==> src/rtl/eth_tx_pkg.sv <==
// rtl/eth_tx_pkg.sv - shared types, protocol constants and CRC-32 step for the Ethernet TX path
package eth_tx_pkg;

    typedef enum logic [3:0] {
        IDLE,
        CSUM,
        PREAMBLE,
        SFD,
        ETH_HDR,
        IP_HDR,
        UDP_HDR,
        PAYLOAD,
        PAD,
        FCS,
        IFG
    } tx_state_t;

    localparam logic [15:0] ETHERTYPE_IPV4    = 16'h0800;
    localparam logic [7:0]  IP_PROTO_UDP      = 8'h11;
    localparam logic [7:0]  PREAMBLE_BYTE     = 8'h55;
    localparam logic [7:0]  SFD_BYTE          = 8'hD5;
    localparam int          MIN_PAYLOAD_BYTES = 18;
    localparam logic [31:0] CRC_INIT          = 32'hFFFFFFFF;
    localparam logic [31:0] CRC_POLY_REFL     = 32'hEDB88320;

    // One bit of the reflected CRC-32 shift, bits taken LSB first off the wire.
    function automatic logic [31:0] crc32_bit(input logic [31:0] c, input logic b);
        logic fb;
        fb = c[0] ^ b;
        return (c >> 1) ^ (fb ? CRC_POLY_REFL : 32'h0);
    endfunction

endpackage

==> src/rtl/crc32_dibit.sv <==
// rtl/crc32_dibit.sv - reflected CRC-32 accumulator consuming one RMII dibit per cycle
module crc32_dibit
    import eth_tx_pkg::*;
(
    input  logic        clk,
    input  logic        rst,
    input  logic        clear,
    input  logic [1:0]  dibit,
    input  logic        valid,
    output logic [31:0] crc
);

    always_ff @(posedge clk) begin
        if (rst || clear) begin
            crc <= CRC_INIT;
        end else if (valid) begin
            crc <= crc32_bit(crc32_bit(crc, dibit[0]), dibit[1]);
        end
    end

endmodule

==> src/rtl/network_stack_tx.sv <==
// rtl/network_stack_tx.sv - Ethernet II / IPv4 / UDP frame builder driving the RMII transmit pins
module network_stack_tx
    import eth_tx_pkg::*;
#(
    parameter int         N          = 2,
    parameter int         MAX_WORDS  = 736,
    parameter logic [7:0] TTL        = 8'h40,
    parameter int         IFG_CYCLES = 48
) (
    input  logic         clk,
    input  logic         rst,
    input  logic         start,
    input  logic [10:0]  payload_words,
    input  logic [47:0]  src_mac,
    input  logic [47:0]  dst_mac,
    input  logic [31:0]  src_ip,
    input  logic [31:0]  dst_ip,
    input  logic [15:0]  src_port,
    input  logic [15:0]  dst_port,
    input  logic [15:0]  axiid,
    input  logic         axiiv,
    output logic         axiir,
    output logic [N-1:0] eth_txd,
    output logic         eth_txen,
    output logic         busy,
    output logic         done,
    output logic         underrun
);

    localparam logic [10:0] MAX_W    = 11'(MAX_WORDS);
    localparam logic [10:0] MIN_LEN  = 11'(MIN_PAYLOAD_BYTES);
    localparam logic [10:0] IFG_LAST = 11'(IFG_CYCLES - 1);

    tx_state_t    state, state_next;
    logic [10:0]  cnt;
    logic [1:0]   dib;
    logic [10:0]  len_q;
    logic [4:0]   pad_q;
    logic [15:0]  ip_id;
    logic [47:0]  src_mac_q, dst_mac_q;
    logic [31:0]  src_ip_q, dst_ip_q;
    logic [15:0]  src_port_q, dst_port_q;
    logic [19:0]  csum_acc, csum_sum;
    logic [16:0]  fold1;
    logic [15:0]  fold2, ip_csum;
    logic [335:0] hdr;
    logic [15:0]  word_q;
    logic [31:0]  crc, fcs;
    logic [10:0]  words_clamped, len_next, sec_len;
    logic [15:0]  total_len, udp_len;
    logic         accept, is_byte, byte_last, sec_last;
    logic [7:0]   cur_byte;
    logic [1:0]   txd;

    assign accept        = (state == IDLE) && start;
    assign words_clamped = (payload_words > MAX_W) ? MAX_W : payload_words;
    assign len_next      = 11'({words_clamped, 1'b0});
    assign total_len     = 16'd28 + {5'd0, len_q};
    assign udp_len       = 16'd8 + {5'd0, len_q};

    assign is_byte   = state inside {PREAMBLE, SFD, ETH_HDR, IP_HDR, UDP_HDR, PAYLOAD, PAD, FCS};
    assign byte_last = (dib == 2'd3);
    assign sec_last  = byte_last && (cnt == sec_len - 11'd1);

    // Header sum is registered in the first CSUM cycle and folded in the second.
    assign csum_sum = 20'h04500 + 20'(total_len) + 20'(ip_id) + 20'h04000
                    + 20'({TTL, IP_PROTO_UDP})
                    + 20'(src_ip_q[31:16]) + 20'(src_ip_q[15:0])
                    + 20'(dst_ip_q[31:16]) + 20'(dst_ip_q[15:0]);
    assign fold1    = {1'b0, csum_acc[15:0]} + {13'd0, csum_acc[19:16]};
    assign fold2    = fold1[15:0] + {15'd0, fold1[16]};
    assign ip_csum  = ~fold2;
    assign fcs      = ~crc;

    always_comb begin
        sec_len = 11'd1;
        case (state)
            PREAMBLE: sec_len = 11'd7;
            SFD:      sec_len = 11'd1;
            ETH_HDR:  sec_len = 11'd14;
            IP_HDR:   sec_len = 11'd20;
            UDP_HDR:  sec_len = 11'd8;
            PAYLOAD:  sec_len = len_q;
            PAD:      sec_len = {6'd0, pad_q};
            FCS:      sec_len = 11'd4;
            default:  sec_len = 11'd1;
        endcase
    end

    always_ff @(posedge clk) begin
        if (rst) begin
            state <= IDLE;
        end else begin
            state <= state_next;
        end
    end

    always_comb begin
        state_next = state;
        case (state)
            IDLE:     if (start) state_next = CSUM;
            CSUM:     if (cnt[0]) state_next = PREAMBLE;
            PREAMBLE: if (sec_last) state_next = SFD;
            SFD:      if (sec_last) state_next = ETH_HDR;
            ETH_HDR:  if (sec_last) state_next = IP_HDR;
            IP_HDR:   if (sec_last) state_next = UDP_HDR;
            UDP_HDR:  if (sec_last) state_next = (len_q != 11'd0) ? PAYLOAD : PAD;
            PAYLOAD:  if (sec_last) state_next = (pad_q != 5'd0) ? PAD : FCS;
            PAD:      if (sec_last) state_next = FCS;
            FCS:      if (sec_last) state_next = IFG;
            IFG:      if (cnt == IFG_LAST) state_next = IDLE;
            default:  state_next = IDLE;
        endcase
    end

    always_ff @(posedge clk) begin
        if (rst) begin
            cnt      <= 11'd0;
            dib      <= 2'd0;
            ip_id    <= 16'd0;
            underrun <= 1'b0;
        end else begin
            if (state_next != state) begin
                cnt <= 11'd0;
                dib <= 2'd0;
            end else if (is_byte) begin
                dib <= dib + 2'd1;
                if (byte_last) cnt <= cnt + 11'd1;
            end else begin
                cnt <= cnt + 11'd1;
            end
            if (accept) underrun <= 1'b0;
            else if (axiir && !axiiv) underrun <= 1'b1;
            if (done) ip_id <= ip_id + 16'd1;
        end
    end

    always_ff @(posedge clk) begin
        if (accept) begin
            src_mac_q  <= src_mac;
            dst_mac_q  <= dst_mac;
            src_ip_q   <= src_ip;
            dst_ip_q   <= dst_ip;
            src_port_q <= src_port;
            dst_port_q <= dst_port;
            len_q      <= len_next;
            pad_q      <= (len_next < MIN_LEN) ? 5'(MIN_LEN - len_next) : 5'd0;
        end
        if (state == CSUM && !cnt[0]) csum_acc <= csum_sum;
        // The 42 header bytes leave MSB-first from the top of this register.
        if (state == CSUM && cnt[0]) begin
            hdr <= {dst_mac_q, src_mac_q, ETHERTYPE_IPV4,
                    8'h45, 8'h00, total_len, ip_id, 16'h4000, TTL, IP_PROTO_UDP, ip_csum,
                    src_ip_q, dst_ip_q,
                    src_port_q, dst_port_q, udp_len, 16'h0000};
        end else if (byte_last && (state inside {ETH_HDR, IP_HDR, UDP_HDR})) begin
            hdr <= {hdr[327:0], 8'h00};
        end
        if (axiir) word_q <= axiiv ? axiid : 16'h0000;
    end

    always_comb begin
        cur_byte = 8'h00;
        case (state)
            PREAMBLE: cur_byte = PREAMBLE_BYTE;
            SFD:      cur_byte = SFD_BYTE;
            ETH_HDR, IP_HDR, UDP_HDR: cur_byte = hdr[335:328];
            PAYLOAD:  cur_byte = cnt[0] ? word_q[7:0] : word_q[15:8];
            FCS: begin
                case (cnt[1:0])
                    2'd0:    cur_byte = fcs[7:0];
                    2'd1:    cur_byte = fcs[15:8];
                    2'd2:    cur_byte = fcs[23:16];
                    default: cur_byte = fcs[31:24];
                endcase
            end
            default:  cur_byte = 8'h00;
        endcase
    end

    assign txd      = is_byte ? cur_byte[{dib, 1'b0} +: 2] : 2'b00;
    assign eth_txd  = txd;
    assign eth_txen = is_byte;
    assign busy     = (state != IDLE);
    assign done     = (state == IFG) && (cnt == IFG_LAST);
    // Word k is fetched in the cycle before its first dibit; word 0's fetch is the last header dibit.
    assign axiir    = ((state == UDP_HDR) && sec_last && (len_q != 11'd0))
                   || ((state == PAYLOAD) && byte_last && cnt[0] && (cnt + 11'd1 != len_q));

    crc32_dibit u_crc (
        .clk   (clk),
        .rst   (rst),
        .clear (state == CSUM),
        .dibit (txd),
        .valid (state inside {ETH_HDR, IP_HDR, UDP_HDR, PAYLOAD, PAD}),
        .crc   (crc)
    );

endmodule

==> config.mk <==
export PLATFORM = sky130hd
export DESIGN_NAME = network_stack_tx
export DESIGN_NICKNAME = d
export VERILOG_FILES = /design/src/rtl/eth_tx_pkg.sv /design/src/rtl/crc32_dibit.sv /design/src/rtl/network_stack_tx.sv
export SDC_FILE = /design/constraint.sdc
export NUM_CORES = 1
export LEC_CHECK = 0
export ABC_AREA = 1
export ABC_CLOCK_PERIOD_IN_PS = 8850
export CORE_ASPECT_RATIO = 0.9
export CORE_UTILIZATION = 52
export DETAILED_ROUTE_END_ITERATION = 12
export PLACE_DENSITY = 0.75
export SYNTH_ARGS = -nofsm -noshare
export SYNTH_HDL_FRONTEND = slang
export SYNTH_SLANG_ARGS = --single-unit
==> constraint.sdc <==
create_clock -name clk -period 8.85 [get_ports clk]
set_input_delay 0.885 -clock clk [delete_from_list [all_inputs] [get_ports clk]]
set_output_delay 0.885 -clock clk [all_outputs]
set_load 0.05 [all_outputs]
# [Yosys cells after proc, flatten, opt, wreduce, memory -nomap -nowiden]
# Cells that the tools add are included.
[classes] add_sub_neg=17 n_lt_le_gt_ge=2 eq_ne=18 shift=1 muxes=26 bitwise=6 reduce_logical=28
[ops] operator="2-to-1 mux 336 bit" count=2
[ops] operator="one-hot mux 11 bit (7 select lines)" count=1
[ops] operator="2-to-1 mux 32 bit" count=2
[ops] operator="XOR 31 x 32 -> 32 bit" count=2
[ops] operator="adder 20 x 16 -> 20 bit" count=3
[ops] operator="2-to-1 mux 4 bit" count=12
[ops] operator="one-hot mux 4 bit (11 select lines)" count=1
[ops] operator="one-hot mux 8 bit (5 select lines)" count=1
[ops] operator="inverter 32 bit" count=1
[ops] operator="one-hot mux 8 bit (3 select lines)" count=1
[ops] operator="2-to-1 mux 11 bit" count=2
[ops] operator="adder 19 x 16 -> 20 bit" count=1
[ops] operator="adder 18 x 15 -> 19 bit (second input constant)" count=1
[ops] operator="adder 17 x 15 -> 18 bit (second input constant)" count=1
[ops] operator="adder 16 x 16 -> 17 bit" count=1
[ops] operator="adder 16 x 4 -> 17 bit" count=1
[ops] operator="adder 15 x 12 -> 16 bit (first input constant)" count=1
[ops] operator="adder 16 x 1 -> 16 bit" count=1
[ops] operator="adder 16 x 1 -> 16 bit (second input constant)" count=1
[ops] operator="== test 4 x 3 -> 1 bit (second input constant)" count=4
[ops] operator="inverter 16 bit" count=1
[ops] operator="adder 4 x 11 -> 12 bit (first input constant)" count=1
[ops] operator="adder 5 x 11 -> 12 bit (first input constant)" count=1
[ops] operator="== test 4 bit (second input constant)" count=3
[ops] operator="34 further kinds" count=52
[word_totals] reg_bits=629 output_inout_bits=7 wordCells=116

# [Longest topological paths before layout]
[logic_depth] word_depth=11 ltp_mapped=30

# [Cells and area by module]
# From an unflattened synthesis, not the netlist that was laid out.
[hier_totals] hier_cells=2268 hier_area_um2=27480.1
[by_module_without_submodules] module="network_stack_tx" instances=1 cells_per_inst=2058 area_each_um2=25999.9 seq_area_each_um2=16856.2
[by_module_without_submodules] module="crc32_dibit" instances=1 cells_per_inst=210 area_each_um2=1480.2 seq_area_each_um2=640.6

# [Least setup slack after synthesis]
# Ideal clock, no wire load.
[synth_path] path_kind="register to register" startpoint="register state[3]" endpoint="register hdr[100], enable pin" arrival_time_ps=8759 t_required_ps=8131 path_slack_ps=-629 path_stages_with_launch=10 synth_period_minus_slack_ps=9479 cell_sequence="dfxtp_1 > buf_6 > inv_4 > nand2_1 > nor2_1 > inv_1 > nor2_1 > clkinv_1 > nand2_1 > clkbuf_1"
[synth_between] elab_chain_cells=4
[synth_rtl] element="from (decl)" line="network_stack_tx.sv:34" source="tx_state_t state, state_next;"
[synth_rtl] element="from (signal assigned)" line="network_stack_tx.sv:94" source="state <= state_next;"
[synth_rtl] element="== test 4 x 3 -> 1 bit" line="network_stack_tx.sv:156" source="end else if (byte_last && (state inside {ETH_HDR, IP_HDR, UDP_HDR})) begin"
[synth_rtl] element="nonzero test 3 bit" line="network_stack_tx.sv:156"
[synth_rtl] element="logical AND 1 bit" line="network_stack_tx.sv:156"
[synth_rtl] element="nonzero test 2 bit (no line) (*)"
[synth_rtl] element="to (signal assigned)" line="network_stack_tx.sv:152" source="hdr <= {dst_mac_q, src_mac_q, ETHERTYPE_IPV4,"
[synth_rtl] element="to (signal assigned)" line="network_stack_tx.sv:157" source="hdr <= {hdr[327:0], 8'h00};"
[synth_rtl] element="to (decl)" line="network_stack_tx.sv:46" source="logic [335:0] hdr;"
# Mark *: on every way between the ends. The rest lies on a longest branch, timed or not.
# A chain may end at the register's enable or synchronous reset.

# [Final worst setup path]
[layout_path] startpoint="register state[3]" endpoint="output axiir"
[layout_between] elab_chain_cells=8
[layout_rtl] element="== test 4 bit, or another cell as far along" line="network_stack_tx.sv:77" source="case (state)"
[layout_rtl] element="one-hot mux 11 bit (7 select lines)" line="network_stack_tx.sv:77"
[layout_rtl] element="subtractor 11 x 1 -> 11 bit" line="network_stack_tx.sv:63" source="assign sec_last = byte_last && (cnt == sec_len - 11'd1);"
[layout_rtl] element="== test 11 bit" line="network_stack_tx.sv:63"
[layout_rtl] element="logical AND 1 bit" line="network_stack_tx.sv:63"
[layout_rtl] element="logical AND 1 bit (2 in series)" line="network_stack_tx.sv:187" source="assign axiir = ((state == UDP_HDR) && sec_last && (len_q != 11'd0))"
[layout_rtl] element="logical OR 1 bit (*)" line="network_stack_tx.sv:188" source="|| ((state == PAYLOAD) && byte_last && cnt[0] && (cnt + 11'd1 != len_q));"
[layout_rtl] element="to (decl)" line="network_stack_tx.sv:22" source="output logic axiir,"
# Marked as above.

==> run summary <==
outcome - complete, no violations
Mapped Cells - 2250
Post-Route M1 WL - 28990 µm
area post-placement - 0.03014 mm²
post-cts sizing count - 0
register share of total power - 44.1%
Critical Path RT - 7.97 ns
minimum clock period - 5.900 ns
H-tree Lvls - 3
TritonCTS Buffers - 66
register area share after synthesis - 64.29%
Clock Pin Slew Worst Setup and Hold Paths - 0.06 ns
WL met3 - 4857 µm
post-synth top area share - 54.73%
residual DRC count - 0
Slew headroom - 27.91%
clk root buf - clkbuf_16
Nets - 2805
Top Layer Used - met4
Max Fclk - 169.5 MHz
CP Launch Type - flop
Initial Util - 52.64%
PD cells - 265.3 mW/mm²
Setup-failing EPs final - 0
Clock Power Share - 33.2%
Setup TNS - 0 ns
worst-path fanout max - 18
CTS tree - done
EDFF count, synth - 496
synthesis-to-layout area growth - 19.15%
CP Data Arrival Time - 5.01 ns
reg2reg end - csum_acc[17]$_DFFE_PP_
most common cell in the synthesized netlist - edfxtp_1
setup slack, reg-to-reg - 3.05 ns
first-pass GRT wire length - 98820 µm
RSZ-0062 raised after global routing - false
crit share post-route - 66.66%
clock latency at the later pin of the worst-skew pair - 0.62 ns
total die area - 0.05325 mm²
Async S/R FF share, synth - 0%
Critical Path End Type - primary output
Synthesized Nets - 2586
routed len/inst - 20.17 µm
clock skew - 0.02341 ns
Core Footprint - 0.05170 mm²
post-DP HPWL - 44840 µm
CTS Buffer Depth - 3
combinational share of power - 22.7%
Placer Congestion - 0.8937
GRT Util Overall - 24.42%
Hold Path Class - flop to flop
hold_buf cts - 0
Die Ht - 219.0 µm
Worst Hold Launch - hdr[201]$_DFFE_PP_
io pins - 230
port bufs - 229
hold endpoint - hdr[209]$_SDFFE_PP0P_
DR vias/cell - 5.564
Worst VDD drop - 0.0001762 V
static leakage - 12.64 nW
Initial DRC Count - 1876
Sw Share - 29.45%
post-synth top area cell - edfxtp_1
final hold violations - 0
via count - 17860
Final Cell Area - 0.03243 mm²
internal power - 6.070 mW
r2r startpoint - len_q[3]$_DFFE_PP_
share of cells above drive strength 1 - 6.667%
clk sinks - 626
First-pass DRT Iterations - 6
Hold Path Cell Cnt - 2
total gr overflow - 0
Synth Area per Inst - 12.09 µm²
Post-Syn Area - 0.02721 mm²
met2 wire length - 29270 µm
Final ANT Viol Nets - 0
distinct cell type count after synthesis - 50
largest cells by area after synthesis - edfxtp_1 55%, dfxtp_1 9.6%, a22o_1 6.0%
max-slew violations - 0
initial antenna violation count - 2
FF+latch count, synth - 626
utilization after layout - 62.72%
post-CTS setup buffer count - 0
Rows - 79
max-capacitance violation count - 0
actual slew at the worst max-slew pin - 1.081 ns
via count of the first global-routing pass - 17250
Worst Reg-to-Reg Cells - 30
wirelength, routed - 64720 µm
largest net degree at the start of global routing - 206
top post-synthesis cells by count - 496 x edfxtp_1, 321 x nand2_1, 295 x inv_1, 186 x a22o_1, 130 x dfxtp_1
Tot Pwr - 8.604 mW
WS Path Type - flop to primary output
ys flop type - edfxtp_1
YS warnings - 0
P_sw - 2.534 mW
chip width - 243.1 µm
[state kept, by name (all words and copies together) (netlist names), 19 cells and up]
register / count
csum_acc: 19
dst_ip_q: 32
dst_mac_q: 48
hdr: 319
src_ip_q: 32
src_mac_q: 48
u_crc.crc: 32
[layout by cell type, fill, tap and decap left out, drive strengths merged, types with 4 or more instances in the layout]
master | Yosys | final
dfxtp | 130 | 130
a22oi | 6 | 6
bufinv | 0 | 7
nor3 | 23 | 23
xor2 | 47 | 47
o22ai | 59 | 59
fa | 60 | 60
xnor2 | 9 | 9
o21ai | 105 | 105
o221ai | 7 | 7
clkinv | 2 | 21
edfxtp | 496 | 496
a21oi | 55 | 55
inv | 301 | 307
o211ai | 23 | 23
clkbuf | 81 | 83
nor2 | 120 | 120
clkinvlp | 0 | 4
nand3 | 95 | 95
ha | 53 | 53
buf | 10 | 13
clkdlybuf4s50 | 0 | 229
nor4 | 11 | 11
o2111ai | 4 | 4
nand4 | 15 | 15
o31ai | 4 | 4
a22o | 186 | 186
nand2 | 325 | 325
[per-stage QoR]
stage / std cells / setup slack, ns / hold WS, ns
floorplan: 2250 / 3.319 / 0.4215
global placement: 3089 / 3.211 / 0.4299
detailed placement: 3089 / 3.088 / 0.4458
CTS: 3208 / 2.949 / 0.4476
global route: 3208 / 2.523 / 0.4878
finish: 3209 / 2.950 / 0.4434
[area by class of cell]
class	count	area [µm²]
Fill cell	3907	19270
Clock buffer	83	1810
Tap cell	688	860.8
Sequential cell	626	17500
Clock inverter	36	469.2
Inverter	303	1147
Timing Repair Buffer	242	2402
Antenna cell	1	2.502
Multi-Input combinational cell	1230	8237
[metal layers]
| layer | vias to the layer above | global-route usage, % |
|---|---|---|
| met5 | - | 0 |
| met4 | 0 | 7.338 |
| met1 | 8706 | 35.60 |
| met2 | 643 | 37.18 |
| met3 | 103 | 4.733 |
| li1 | 8403 | - |
[cells by family (layout without fill, tap and decap cells)]
group           count (synthesis)  count (layout)  synth area share [%]
flops                         626             626                 64.29
xor+xnor                       56              56                 1.802
simple gates                  596             596                 9.453
buf+inv                       394             664                 5.545
mux                             3               3                0.1103
fa+ha+maj                     113             113                 6.851
other cells                     0               1                     0
compound gates                462             462                 11.94
[worst max-delay path by stage]
stage                         from                     end  slack [ns]  depth (start not counted)
4_1_cts        state[3]$_SDFF_PP0_                   axiir        2.95                         18
2_1_floorplan                start   dst_ip_q[0]$_DFFE_PP_        3.32                          2
5_1_grt         len_q[3]$_DFFE_PP_  csum_acc[17]$_DFFE_PP_        2.52                         30
3_5_place_dp    len_q[3]$_DFFE_PP_  csum_acc[17]$_DFFE_PP_        3.09                         30
6_report       state[3]$_SDFF_PP0_                   axiir        2.95                         18
3_3_place_gp    len_q[4]$_DFFE_PP_  csum_acc[17]$_DFFE_PP_        3.21                         30
[critical path, stage by stage (launching register included)]
cell	delay (ns)
dfxtp_1	0.53
inv_4	0.09
nor2_2	0.32
nand3_1	0.14
nand2_1	0.13
nor2_1	0.06
ha_1	0.29
a21oi_1	0.13
o21ai_0	0.09
nor2_1	0.11
nand2_1	0.05
nor2_1	0.11
nand2_1	0.08
nor2_2	0.12
nand3_1	0.08
nor2_1	0.12
nand3b_1	0.16
o21ai_2	0.84
clkdlybuf4s50_1	0.97
[power by group through the flow]
stage	Clock, mW	Combinational, mW	Sequential (mW)
after floorplan	0	1.33	3.81
after detailed placement	0	1.94	3.85
after global placement	0	1.88	3.84
after CTS	2.91	1.96	3.79
after global routing	3.03	2.20	3.82
final	2.86	1.95	3.79
No activity file was read; power rests on OpenSTA's default activity.
